### config.mk
export PLATFORM = sky130hd
export DESIGN_NAME = ram_fifo_ctrl
export DESIGN_NICKNAME = d
export VERILOG_FILES = /design/src/rtl/ram_fifo_ctrl.sv
export SDC_FILE = /design/constraint.sdc
export NUM_CORES = 1
export LEC_CHECK = 0
export CAP_MARGIN = 20
export CORE_UTILIZATION = 25
export DETAILED_ROUTE_END_ITERATION = 10
export PLACE_DENSITY_LB_ADDON = 0.25
export SETUP_SLACK_MARGIN = 0.05
export SYNTH_ARGS = -nofsm -noshare
export SYNTH_HDL_FRONTEND = slang
export SYNTH_SLANG_ARGS = --single-unit
### constraint.sdc
create_clock -name clk -period 3.86 [get_ports clk]
set_input_delay 0.772 -clock clk [delete_from_list [all_inputs] [get_ports clk]]
set_output_delay 0.772 -clock clk [all_outputs]
set_load 0.02 [all_outputs]
### src/rtl/ram_fifo_ctrl.sv
// Streaming FIFO controller for a registered-read dual-port RAM.
// Holds pointers and occupancy; a 2-entry skid buffer hides the RAM read latency.
module ram_fifo_ctrl #(
    parameter int DATA_WIDTH = 8,
    parameter int DEPTH      = 16,
    parameter int ADDR_SIZE  = 4
) (
    input  logic                  clk,
    input  logic                  reset,
    input  logic                  s_valid,
    output logic                  s_ready,
    input  logic [DATA_WIDTH-1:0] s_data,
    output logic                  m_valid,
    input  logic                  m_ready,
    output logic [DATA_WIDTH-1:0] m_data,
    output logic                  ram_write,
    output logic [ADDR_SIZE-1:0]  ram_wr_addr,
    output logic [DATA_WIDTH-1:0] ram_data_in,
    output logic                  ram_read,
    output logic [ADDR_SIZE-1:0]  ram_rd_addr,
    input  logic [DATA_WIDTH-1:0] ram_data_out,
    output logic [ADDR_SIZE:0]    count,
    output logic                  full,
    output logic                  empty
);

    localparam int CW = ADDR_SIZE + 1;
    localparam logic [CW-1:0]        DEPTH_C  = CW'(DEPTH);
    localparam logic [CW-1:0]        ONE_C    = CW'(1);
    localparam logic [ADDR_SIZE-1:0] PTR_LAST = ADDR_SIZE'(DEPTH - 1);
    localparam logic [ADDR_SIZE-1:0] PTR_ONE  = ADDR_SIZE'(1);

    logic [ADDR_SIZE-1:0]  wr_ptr;
    logic [ADDR_SIZE-1:0]  rd_ptr;
    logic [CW-1:0]         mem_count;
    logic                  rd_pending;
    logic [DATA_WIDTH-1:0] skid0;
    logic [DATA_WIDTH-1:0] skid1;
    logic [1:0]            skid_count;

    logic                  push;
    logic                  pop;
    logic                  read_issue;
    logic [2:0]            skid_load;

    // Both streams transfer a word on a clock edge where valid && ready;
    // s_ready depends only on registered state (and reset), never on m_ready.
    always_comb begin
        s_ready    = !reset && (mem_count < DEPTH_C);
        m_valid    = (skid_count != 2'd0);
        m_data     = skid0;
        push       = s_valid && s_ready;
        pop        = m_valid && m_ready;
        // Occupancy the skid buffer will reach if nothing new is read.
        skid_load  = {1'b0, skid_count} + {2'b00, rd_pending} - {2'b00, pop};
        read_issue = !reset && (mem_count != '0) && (skid_load < 3'd2);

        ram_write   = push;
        ram_wr_addr = wr_ptr;
        ram_data_in = s_data;
        ram_read    = read_issue;
        ram_rd_addr = rd_ptr;

        count = mem_count + CW'(rd_pending) + CW'(skid_count);
        empty = (count == '0);
        full  = (mem_count == DEPTH_C);
    end

    always_ff @(posedge clk) begin
        if (reset) begin
            wr_ptr     <= '0;
            rd_ptr     <= '0;
            mem_count  <= '0;
            rd_pending <= 1'b0;
        end else begin
            if (push)
                wr_ptr <= (wr_ptr == PTR_LAST) ? '0 : wr_ptr + PTR_ONE;
            if (read_issue)
                rd_ptr <= (rd_ptr == PTR_LAST) ? '0 : rd_ptr + PTR_ONE;
            case ({push, read_issue})
                2'b10:   mem_count <= mem_count + ONE_C;
                2'b01:   mem_count <= mem_count - ONE_C;
                default: mem_count <= mem_count;
            endcase
            rd_pending <= read_issue;
        end
    end

    // A return arriving in the same cycle as a pop lands behind whatever remains.
    always_ff @(posedge clk) begin
        if (reset) begin
            skid0      <= '0;
            skid1      <= '0;
            skid_count <= 2'd0;
        end else begin
            case ({pop, rd_pending})
                2'b01: begin
                    if (skid_count == 2'd0)
                        skid0 <= ram_data_out;
                    else
                        skid1 <= ram_data_out;
                    skid_count <= skid_count + 2'd1;
                end
                2'b10: begin
                    skid0      <= skid1;
                    skid_count <= skid_count - 2'd1;
                end
                2'b11: begin
                    if (skid_count == 2'd1) begin
                        skid0 <= ram_data_out;
                    end else begin
                        skid0 <= skid1;
                        skid1 <= ram_data_out;
                    end
                end
                default: begin
                    skid_count <= skid_count;
                end
            endcase
        end
    end

endmodule
# Word-level counts from Yosys, hierarchy flattened
# Index checks and enable logic that the tools add are counted.
# Widths: inputs -> output; s select.
[word_totals]
ff_bits = 32
in_bits = 20
[classes]
addsub = 10
n_lt_le_gt_ge = 2
n_eq_ne = 12
n_mux = 10
n_reduce_logical = 16
[ops]
columns = ["cell", "count"]
rows = [
  ["$mux 8", 4],
  ["$pmux 8 s3", 1],
  ["$pmux 8 s2", 1],
  ["$pmux 5 s2", 1],
  ["$add 4x1->4 const B", 2],
  ["$eq 4x4->1 const B", 2],
  ["$mux 4", 2],
  ["$reduce_bool 2->1", 4],
  ["$eq 2x1->1 const B", 3],
  ["$eq 2x2->1 const B", 3],
  ["$ne 2x2->1 const B", 3],
  ["$add 5x1->5", 1],
  ["$add 5x1->5 const B", 1],
  ["$add 5x2->5", 1],
  ["$eq 5x5->1 const B", 1],
  ["$logic_and 1x1->1", 5],
  ["$logic_not 5->1", 1],
  ["$lt 5x5->1 const B", 1],
  ["$reduce_bool 5->1", 1],
  ["$sub 5x1->5 const B", 1],
  ["$pmux 2 s2", 1],
  ["$add 2x1->3", 1],
  ["$lt 3x2->1 const B", 1],
  ["$reduce_and 3->1", 1],
  ["other kinds (7)", 7],
]

# Depth between registers and ports, before layout
# Gate-level depths: netlist of run 1.
[logic_depth]
word_depth = 7
ltp_mapped = 17

# Worst setup path after synthesis of run 1
# Ideal clock, no wire load.
[synth_timing]
path_kind = "register to register"
from = "register skid_count[1]"
to = "register mem_count[4]"
t_arrival_ns = 3.597
slack_ns = 0.142
stages_incl_launch_ff = 18
n_path_buf = 2
synth_period_minus_slack_ns = 3.718
path_cell_list = "dfxtp_1 -> inv_1 -> ha_1 -> nand2b_1 -> clkbuf_1 -> xnor2_1 -> nand2_1 -> fa_1 -> xnor2_1 -> o2111a_1 -> buf_6 -> ha_1 -> inv_1 -> fa_1 -> nor2b_1 -> o22ai_1 -> mux2i_1 -> mux2_2"
[synth_via]
elab_chain_cells = 7
word_cells_on_any_way = 10
[synth_rtl]
columns = ["item", "line_no", "rtl"]
rows = [
  ["from (decl)", "39", "logic [1:0] skid_count;"],
  ["from (signal assigned)", "102", "skid_count <= skid_count + 2'd1;"],
  ["from (signal assigned)", "106", "skid_count <= skid_count - 2'd1;"],
  ["from (signal assigned)", "117", "skid_count <= skid_count;"],
  ["parallel branches: the longest is 2 deep, another holds $add 2x1->3", "n/a", ""],
  ["$sub 3x1->3 (*)", "55", "skid_load = {1'b0, skid_count} + {2'b00, rd_pending} - {2'b00, pop};"],
  ["$lt 3x2->1 (*)", "56", "read_issue = !reset && (mem_count != '0) && (skid_load < 3'd2);"],
  ["$logic_and 1x1->1 (*)", "56", ""],
  ["named net ram_read", "19", "output logic ram_read,"],
  ["$eq 2x1->1 / $eq 2x2->1 (equally long branches)", "80", "case ({push, read_issue})"],
  ["$pmux 5 s2 / $reduce_bool 2->1 (equally long branches)", "n/a", ""],
  ["to (signal assigned)", "81", "2'b10: mem_count <= mem_count + ONE_C;"],
  ["to (signal assigned)", "82", "2'b01: mem_count <= mem_count - ONE_C;"],
  ["to (signal assigned)", "83", "default: mem_count <= mem_count;"],
  ["to (decl)", "35", "logic [CW-1:0] mem_count;"],
]
# Mark *: on every way through the listed nets, which the timed path passes.
# A chain may end at the register's enable or synchronous reset.

# Final worst setup path of run 1
[layout_timing]
from = "input m_ready"
to = "output ram_read"
[layout_via]
elab_chain_cells = 4
[layout_rtl]
columns = ["item", "line_no", "rtl"]
rows = [
  ["from (decl)", "14", "input logic m_ready,"],
  ["$logic_and 1x1->1", "53", "pop = m_valid && m_ready;"],
  ["$sub 3x1->3", "55", ""],
  ["$lt 3x2->1", "56", ""],
  ["$logic_and 1x1->1", "56", ""],
  ["to (decl)", "19", ""],
]
# Every way passes these cells.

==> impl_metrics.ini, run 1 <==
[sta]
hold_viol = 0
fin_skew_ps = 2.45
relSlewSlack_pct = 31.2
period_share_pct = 95.3
finalWorstSetupSlack_ps = 180
worst_slew_pin_slew_ps = 1030
finalMaxSlewViolations = 0
period_minus_slack_ps = 3680
rsz0062_at_grt = false
setup_viol = 0
fmax_mhz = 272

[placement]
gp_congestion = 0.773
post-dp-hpwl_um = 2740
place_area_um2 = 2230
port-buffer-count = 38
pre_cts_ws_ps = -173

[power_and_ir_drop]
swShare_pct = 38.3
p_leak_nw = 0.969
p_per_area_nw_per_um2 = 687
peakVddDrop_mv = 0.171
combPwrFrac_pct = 51.3
p_int_mw = 1.01
p_switching_mw = 0.624
sequentialPowerShare_pct = 29.1
clkPwrFrac_pct = 19.6

[drt]
routedWlPerCell_um = 11.4
num_vias = 1420
firstDrtPassIters = 4
drc_errors = 0
routed_via_density = 4.29
ant_nets = 0
drt_wl_total_um = 3760
drtIter0Drc = 16

[synthesis]
synth_seq_cells = 32
synth_xor_area_share_pct = 3.48
synth_cells = 195
synth_ff_type = dfxtp_1
synth_cell_types = 38
synthArstFlopShare_pct = 0
yosys_warnings = 0
synth_fa_ha_area_share_pct = 10.9
syn-cell-area_um2 = 1760
synth.net_count = 228
syn_avg_cell_area_um2 = 9.03
synth_compound_area_share_pct = 14.0
synth_edf_count = 0
yosysSeqAreaShare_pct = 36.4
synthSimpleGateAreaFrac_pct = 15.6
synth_mux_area_share_pct = 10.9
synth_top_family_by_area = simple AND/OR/NAND/NOR gates

[setup_path]
reg2reg_depth = 14
startpoint = m_ready
ff2ff_setup_slack_ps = 340
cp_top_family = buffers and inverters
max_stage_delay_ps = 480
crit_chain = clkdlybuf4s50_1, nand2b_1, xnor2_2, nand2_1, fa_2, xnor2_2, o2111a_1, buf_4, clkdlybuf4s15_1
cp.arrival_ps = 2910
cp.depth = 9
crit_end = ram_read
start_kind = primary input
crit_top_cell = xnor2_2
path_class = primary input to primary output
path_buf_inv = 3
worstSetupEndpointType = primary output
cpMaxStageDelayCell = clkdlybuf4s50_1
rr_endpoint = mem_count[4]$_SDFFE_PP0P_
cp.required_ps = 3090
reg2reg_from = skid_count[0]$_SDFFE_PP0P_
path_max_fanout = 8

[cts]
path_clk_slew_ps = 70
cts_hold_buf = 0
htree_levels = 2
cts_tree = built
clkSinkCount = 32
cts_buffers = 5
clockBufferDepth = 2
clk_latency_ps = 280
postCtsSetupRepairBufs = 0
root_buffer = clkbuf_8

[cells_and_area]
fin_nets = 267
fin_area_um2 = 2370
syn_to_final_growth_pct = 34.8
diodes = 0
final_util_pct = 34.9
nFillCells = 717
drive_gt1_share_pct = 11.5

[global_route]
grtUsageMet2_pct = 18.5
grt_usage_pct = 11.0
grt_use_met1_pct = 13.6
busiest_layer = met2
grt_max_degree = 29
use_met3_pct = 2.31
grt_antenna_before_repair = 0
grt_first_pass_wirelength_um = 6440
grt-ovfl-total = 0
grt_pass1_vias = 1405

[floorplan]
rows = 30
start_util_pct = 25.9
core-area_um2 = 6790
die_x_um = 85.9
ioPinCount = 55
die_area_um2 = 7380
fp.dieH_um = 85.9

[min_path]
min_path_type = register to register
min-delay-start = skid1[6]$_SDFFE_PP0P_

[run]
cap_violations = 0

[run_status]
status = finished, final reports clean
==> cells in the mapped netlist (all sizes together), types with 3 or more instances <==
cell type  instances  share of area (%)
o21ai              5                1.4
nand2b             3                1.1
inv               13                2.8
nor2b              3                1.1
nor2              31                6.6
a211oi            10                4.5
xnor2              4                2.0
dfxtp             32                 36
nand3              3               0.85
buf               10                4.3
ha                 9                6.4
nand2             14                3.0
mux2i             18                 10
fa                 4                4.5
a21oi              5                1.4
xor2               3                1.5
clkbuf             5                1.1
==> power groups by stage <==
stage | Combinational, mW | Sequential [mW] | Clock (mW)
global route | 0.924 | 0.488 | 0.347
detailed placement | 0.820 | 0.482 | 0
CTS | 0.821 | 0.474 | 0.333
floorplan | 0.471 | 0.531 | 0
global placement | 0.811 | 0.482 | 0
finish | 0.837 | 0.474 | 0.320
==> tightest hold or removal path, delay by kind of cell (launching register included) <==
family           cells  cell delay, ps
DFF                  1             330
muxes                1              60
and+or+nand+nor      1              70
==> registers in the layout, summed over array words and instances (netlist names) <==
| signal | flops |
|---|---|
| m_data | 8 |
| skid1 | 8 |
| mem_count | 5 |
| ram_rd_addr | 4 |
| ram_wr_addr | 4 |
| skid_count | 2 |
| rd_pending | 1 |
==> cells by family (layout without fill, tap and decap cells) <==
family          Yosys count  count (layout)
compound gates           33              33
buf+inv                  29              69
xor+xnor                  7               7
mux                      19              19
fa+ha+maj                13              13
flops                    32              32
simple gates             62              62
==> through the flow <==
step                hold slack (ps)  instances  power [mW]  setup TNS [ps]
floorplan                       460        195        1.00               0
global placement                473        323        1.29            -305
detailed placement              482        323        1.30            -368
CTS                             500        331        1.63               0
global route                    520        331        1.76               0
finish                          492        331        1.63               0
==> area by class of cell <==
| class | count | area (um2) | share of cell area (%) |
|---|---|---|---|
| inverter | 13 | 48.8 | 2.06 |
| clock inverter | 3 | 42.5 | 1.79 |
| clock buffer | 5 | 68.8 | 2.90 |
| timing repair buffer | 48 | 455 | 19.2 |
| sequential | 32 | 641 | 27.0 |
| multi-input combinational | 134 | 996 | 42.0 |
| tap | 96 | 120 | 5.06 |
==> metal layers <==
layer  vias to the layer above  wire length (um)
met1                       650              1840
met2                        22              1750
met5                         -                 0
met4                         0                55
met3                         4               120
li1                        744                 -
==> what timing repair did <==
item | 4_1_cts | 5_1_grt
endpoints found under the hold margin | 0 | 0
pin swaps | 0 | 0
setup endpoints to repair | 1 | 3
gates resized for setup | 1 | 6
==> worst min-delay path by stage <==
| stage | to | slack (ps) | depth (start not counted) |
|---|---|---|---|
| 2_1_floorplan | skid1[0]$_SDFFE_PP0P_ | 460 | 2 |
| 3_3_place_gp | skid1[4]$_SDFFE_PP0P_ | 470 | 2 |
| 3_5_place_dp | skid1[6]$_SDFFE_PP0P_ | 480 | 2 |
| 4_1_cts | skid1[6]$_SDFFE_PP0P_ | 500 | 2 |
| 5_1_grt | m_data[4]$_SDFFE_PP0P_ | 520 | 2 |
| 6_report | skid1[6]$_SDFFE_PP0P_ | 490 | 2 |
==> cell usage in the layout, fill, tap and decap left out, types with 3 or more instances in the layout <==
cell,instances
a211oi_1,9
nand3_1,3
dfxtp_1,32
nor2_1,31
clkbuf_8,5
nand2b_1,3
a21oi_1,5
inv_1,13
o21ai_0,4
clkdlybuf4s50_1,37
buf_4,10
ha_1,8
mux2i_1,18
nor2b_1,3
xor2_1,3
nand2_1,14
fa_1,3
Power figures use the tool's default switching activity.
==> run 2, diff against run 1 <==
- MAX_ROUTING_LAYER: default -> met4
- clock period: 3.86 -> 4.54 ns (I/O delays scaled with it)
==> run 2 against run 1 <==
Die area unchanged. Cell area decreased by 3.3%. Non-clock buffer count decreased by 6. Register-to-register slack improved by 400 ps. Critical path type unchanged. Largest power group unchanged. Highest routed layer unchanged.
==> impl_metrics.ini, run 2 (synthesis gave the netlist of run 1 again) <==
[run_status]
status = finished, final reports clean

[cells_and_area]
syn_to_final_growth_pct = 30.3
diodes = 0
drive_gt1_share_pct = 6.99
mostFrequentLayoutCell = clkdlybuf4s50_1
layout_common_cells = 38 x clkdlybuf4s50_1, 32 x dfxtp_1, 31 x nor2_1
fin_nets = 261
fin_cells = 325
nFillCells = 716

[cts]
postCtsSetupRepairBufs = 0
cts_buffers = 5
root_buffer = clkbuf_8
cts_hold_buf = 0
cts_tree = built
clockBufferDepth = 2
clk_latency_ps = 280
ctsResizeCount = 0
htree_levels = 2
clkSinkCount = 32
path_clk_slew_ps = 70

[sta]
fmax_mhz = 240
setup_viol = 0
fin_setup_tns_ps = 0
fin_skew_ps = 3.85
relSlewSlack_pct = 41.0
period_share_pct = 91.9
period_minus_slack_ps = 4170
rsz0062_at_grt = false
worst_slew_pin_slew_ps = 883
finalMaxSlewViolations = 0
hold_viol = 0

[drt]
routed_via_density = 4.24
drtIter0Drc = 51
drt_wl_total_um = 3650
firstDrtPassIters = 4
routedWlPerCell_um = 11.2
ant_nets = 0
num_vias = 1377
drc_errors = 0

[floorplan]
rows = 30
start_util_pct = 25.9
ioPinCount = 55
die_x_um = 85.9
fp.dieH_um = 85.9
core-area_um2 = 6790
die_area_um2 = 7380

[setup_path]
rr_endpoint = mem_count[4]$_SDFFE_PP0P_
reg2reg_from = skid_count[1]$_SDFFE_PP0P_
ff2ff_setup_slack_ps = 740
start_kind = primary input
worstSetupEndpointType = primary output
path_class = primary input to primary output
path_max_fanout = 3
cp.arrival_ps = 3260
reg2reg_depth = 15
cp.required_ps = 3630

[global_route]
grt_antenna_before_repair = 0
grt_usage_pct = 10.9
grt_max_degree = 24
grt_first_pass_wirelength_um = 6090
grt-ovfl-total = 0
grt_pass1_vias = 1325

[power_and_ir_drop]
peakVddDrop_mv = 0.140
report.power.total_mw = 1.35
p_per_area_nw_per_um2 = 588
p_leak_nw = 0.927

[placement]
dp_cells = 316
post-dp-hpwl_um = 2730
port-buffer-count = 38
gp_congestion = 0.686

[min_path]
min_path_cells = 2
hold_end = skid1[7]$_SDFFE_PP0P_
min_path_type = register to register
min-delay-start = skid1[7]$_SDFFE_PP0P_

[run]
cap_violations = 0
## run 2: power breakdown
group | internal, mW | total (mW) | switching [mW]
Combinational | 0.325 | 0.675 | 0.349
Sequential | 0.347 | 0.408 | 0.0611
Clock | 0.163 | 0.266 | 0.103
## run 2: through the flow
stage | utilization, % | hold WS (ps) | area [um2] | worst slack, ps
2_1_floorplan | - | 460 | 1760 | 710
3_3_place_gp | 32.1 | 473 | 2180 | 349
3_5_place_dp | 32.1 | 478 | 2180 | 258
4_1_cts | 33.6 | 497 | 2290 | 363
5_1_grt | 33.8 | 519 | 2290 | 193
6_report | 33.8 | 495 | 2290 | 367
## run 2: area by class of cell
type | instances | area [um2] | share of cell area [%]
clock buffers | 6 | 72.6 | 3.16
repair buffers | 42 | 410 | 17.9
inverters | 13 | 48.8 | 2.13
clock inverters | 2 | 35.0 | 1.53
flip-flops and latches | 32 | 641 | 27.9
multi-input cells | 134 | 966 | 42.1
well taps | 96 | 120 | 5.24
## run 2: worst max-delay path by stage
stage / startpoint / endpoint / slack, ps / depth (start not counted)
2_1_floorplan: m_ready / mem_count[4]$_SDFFE_PP0P_ / 710 / 15
3_3_place_gp: m_ready / mem_count[4]$_SDFFE_PP0P_ / 350 / 14
3_5_place_dp: m_ready / mem_count[4]$_SDFFE_PP0P_ / 260 / 14
4_1_cts: m_ready / ram_read / 360 / 8
5_1_grt: m_ready / ram_read / 190 / 8
6_report: m_ready / ram_read / 370 / 8
## run 2: layer usage
| layer | wire [um] | track usage [%] | vias to the layer above |
|---|---|---|---|
| met1 | 1760 | 13.4 | 624 |
| li1 | - | - | 728 |
| met4 | 53 | 4.85 | 0 |
| met3 | 104 | 2.31 | 4 |
| met2 | 1730 | 17.2 | 21 |
| met5 | 0 | - | - |
## run 2: critical path, cell delays in order
cell,delay [ps]
clkdlybuf4s50_1,490
nand2b_1,110
xnor2_1,170
nand2_1,100
fa_1,390
xnor2_1,190
o2111a_1,270
clkdlybuf4s50_1,640
==> run 3, diff against run 2 <==
- CAP_MARGIN: 20 -> default
- SLEW_MARGIN: default -> 20
- clock period: 4.54 -> 4.7 ns (I/O delays scaled with it)
==> run 3 against run 2 <==
Final cell count shrank 0.62%. Largest power group unchanged. Sequential cell count is the same. Worst setup slack lost 25 ps. Power shrank 3.4%. Highest routed layer unchanged. First-iteration DRC count shrank 20%.
==> impl_metrics.ini, run 3 (synthesis gave the netlist of run 1 again) <==
[run_status]
status = finished, final reports clean

[cts]
root_buffer = clkbuf_8
htree_levels = 2
postCtsSetupRepairBufs = 0
ctsResizeCount = 0
cts_tree = built
clk_latency_ps = 280
clkSinkCount = 32
clockBufferDepth = 2
cts_hold_buf = 0
cts_buffers = 5
path_clk_slew_ps = 70

[sta]
hold_viol = 0
period_share_pct = 92.7
finalMaxSlewViolations = 0
rsz0062_at_grt = false
fin_skew_ps = 6.15
relSlewSlack_pct = 40.0
fin_setup_tns_ps = 0
fmax_mhz = 229
period_minus_slack_ps = 4360
worst_slew_pin_slew_ps = 899
setup_viol = 0

[power_and_ir_drop]
p_per_area_nw_per_um2 = 571
peakVddDrop_mv = 0.137
p_leak_nw = 0.919
report.power.total_mw = 1.30

[setup_path]
start_kind = primary input
cp.arrival_ps = 3420
rr_endpoint = mem_count[4]$_SDFFE_PP0P_
reg2reg_depth = 15
worstSetupEndpointType = primary output
path_class = primary input to primary output
path_max_fanout = 7
reg2reg_from = skid_count[1]$_SDFFE_PP0P_
ff2ff_setup_slack_ps = 750
cp.required_ps = 3760

[global_route]
grt_antenna_before_repair = 0
grt_pass1_vias = 1279
grt_usage_pct = 11.1
grt_first_pass_wirelength_um = 6100
grt_max_degree = 24
grt-ovfl-total = 0

[floorplan]
rows = 30
die_area_um2 = 7380
fp.dieH_um = 85.9
core-area_um2 = 6790
ioPinCount = 55
die_x_um = 85.9
start_util_pct = 25.9

[drt]
drc_errors = 0
routedWlPerCell_um = 11.4
drtIter0Drc = 41
routed_via_density = 4.33
ant_nets = 0
drt_wl_total_um = 3680
num_vias = 1398
firstDrtPassIters = 4

[cells_and_area]
layout_common_cells = 38 x clkdlybuf4s50_1, 32 x dfxtp_1, 31 x nor2_1
drive_gt1_share_pct = 6.61
fin_nets = 259
final_util_pct = 33.6
mostFrequentLayoutCell = clkdlybuf4s50_1
nFillCells = 696
syn_to_final_growth_pct = 29.6
diodes = 0

[min_path]
min-delay-start = skid1[2]$_SDFFE_PP0P_
min_path_type = register to register
min_path_cells = 2
hold_end = skid1[2]$_SDFFE_PP0P_

[placement]
port-buffer-count = 38
gp_congestion = 0.708
post-dp-hpwl_um = 2660

[run]
cap_violations = 0
==> run 3: changes by cell type in the layout (fill, tap and decap cells not counted) <==
cell     previous run  this run
o21ai_1             1         0
o21ai_2             0         1
buf_4               4         2
==> run 3: layout make-up <==
class / instances / area (um2) / share of cell area [%]
multi-input combinational: 134 / 970 / 42.5
inverter: 13 / 48.8 / 2.14
clock inverter: 2 / 35.0 / 1.54
tap: 96 / 120 / 5.26
timing repair buffer: 40 / 395 / 17.3
clock buffer: 6 / 72.6 / 3.18
sequential: 32 / 641 / 28.1
==> run 3: how the worst max path moves through the flow <==
stage | start | to | slack (ps) | cells past startpoint
after global routing | m_ready | ram_read | 180 | 8
after global placement | m_ready | mem_count[4]$_SDFFE_PP0P_ | 360 | 14
after detailed placement | m_ready | mem_count[4]$_SDFFE_PP0P_ | 300 | 14
final | m_ready | ram_read | 340 | 8
after CTS | m_ready | ram_read | 350 | 8
after floorplan | m_ready | mem_count[4]$_SDFFE_PP0P_ | 840 | 15
==> run 3: power by group <==
part / switching, mW / internal, mW
logic: 0.338 / 0.306
clock network: 0.107 / 0.157
registers: 0.0598 / 0.335
total: 0.505 / 0.798
==> run 3: metrics by stage <==
stage               hold slack (ps)  setup WS, ps  std cells  area, um2
floorplan                       460           838        195       1760
global placement                474           359        315       2170
detailed placement              484           298        315       2170
CTS                             501           355        323       2280
global route                    519           183        323       2280
finish                          497           342        323       2280
==> run 3: worst max-delay path: stages <==
cell	delay, ps
clkdlybuf4s50_1	490
nand2b_1	180
xnor2_1	210
nand2_1	100
fa_1	390
xnor2_1	200
o2111a_1	290
clkdlybuf4s50_1	620
==> run 3: metal layers <==
metal,up-vias,GRT usage [%],part of all wire [%]
li1,729,-,-
met1,639,13.6,49
met2,24,16.9,46
met3,6,2.60,3.1
met4,0,5.76,2.2
met5,-,-,0
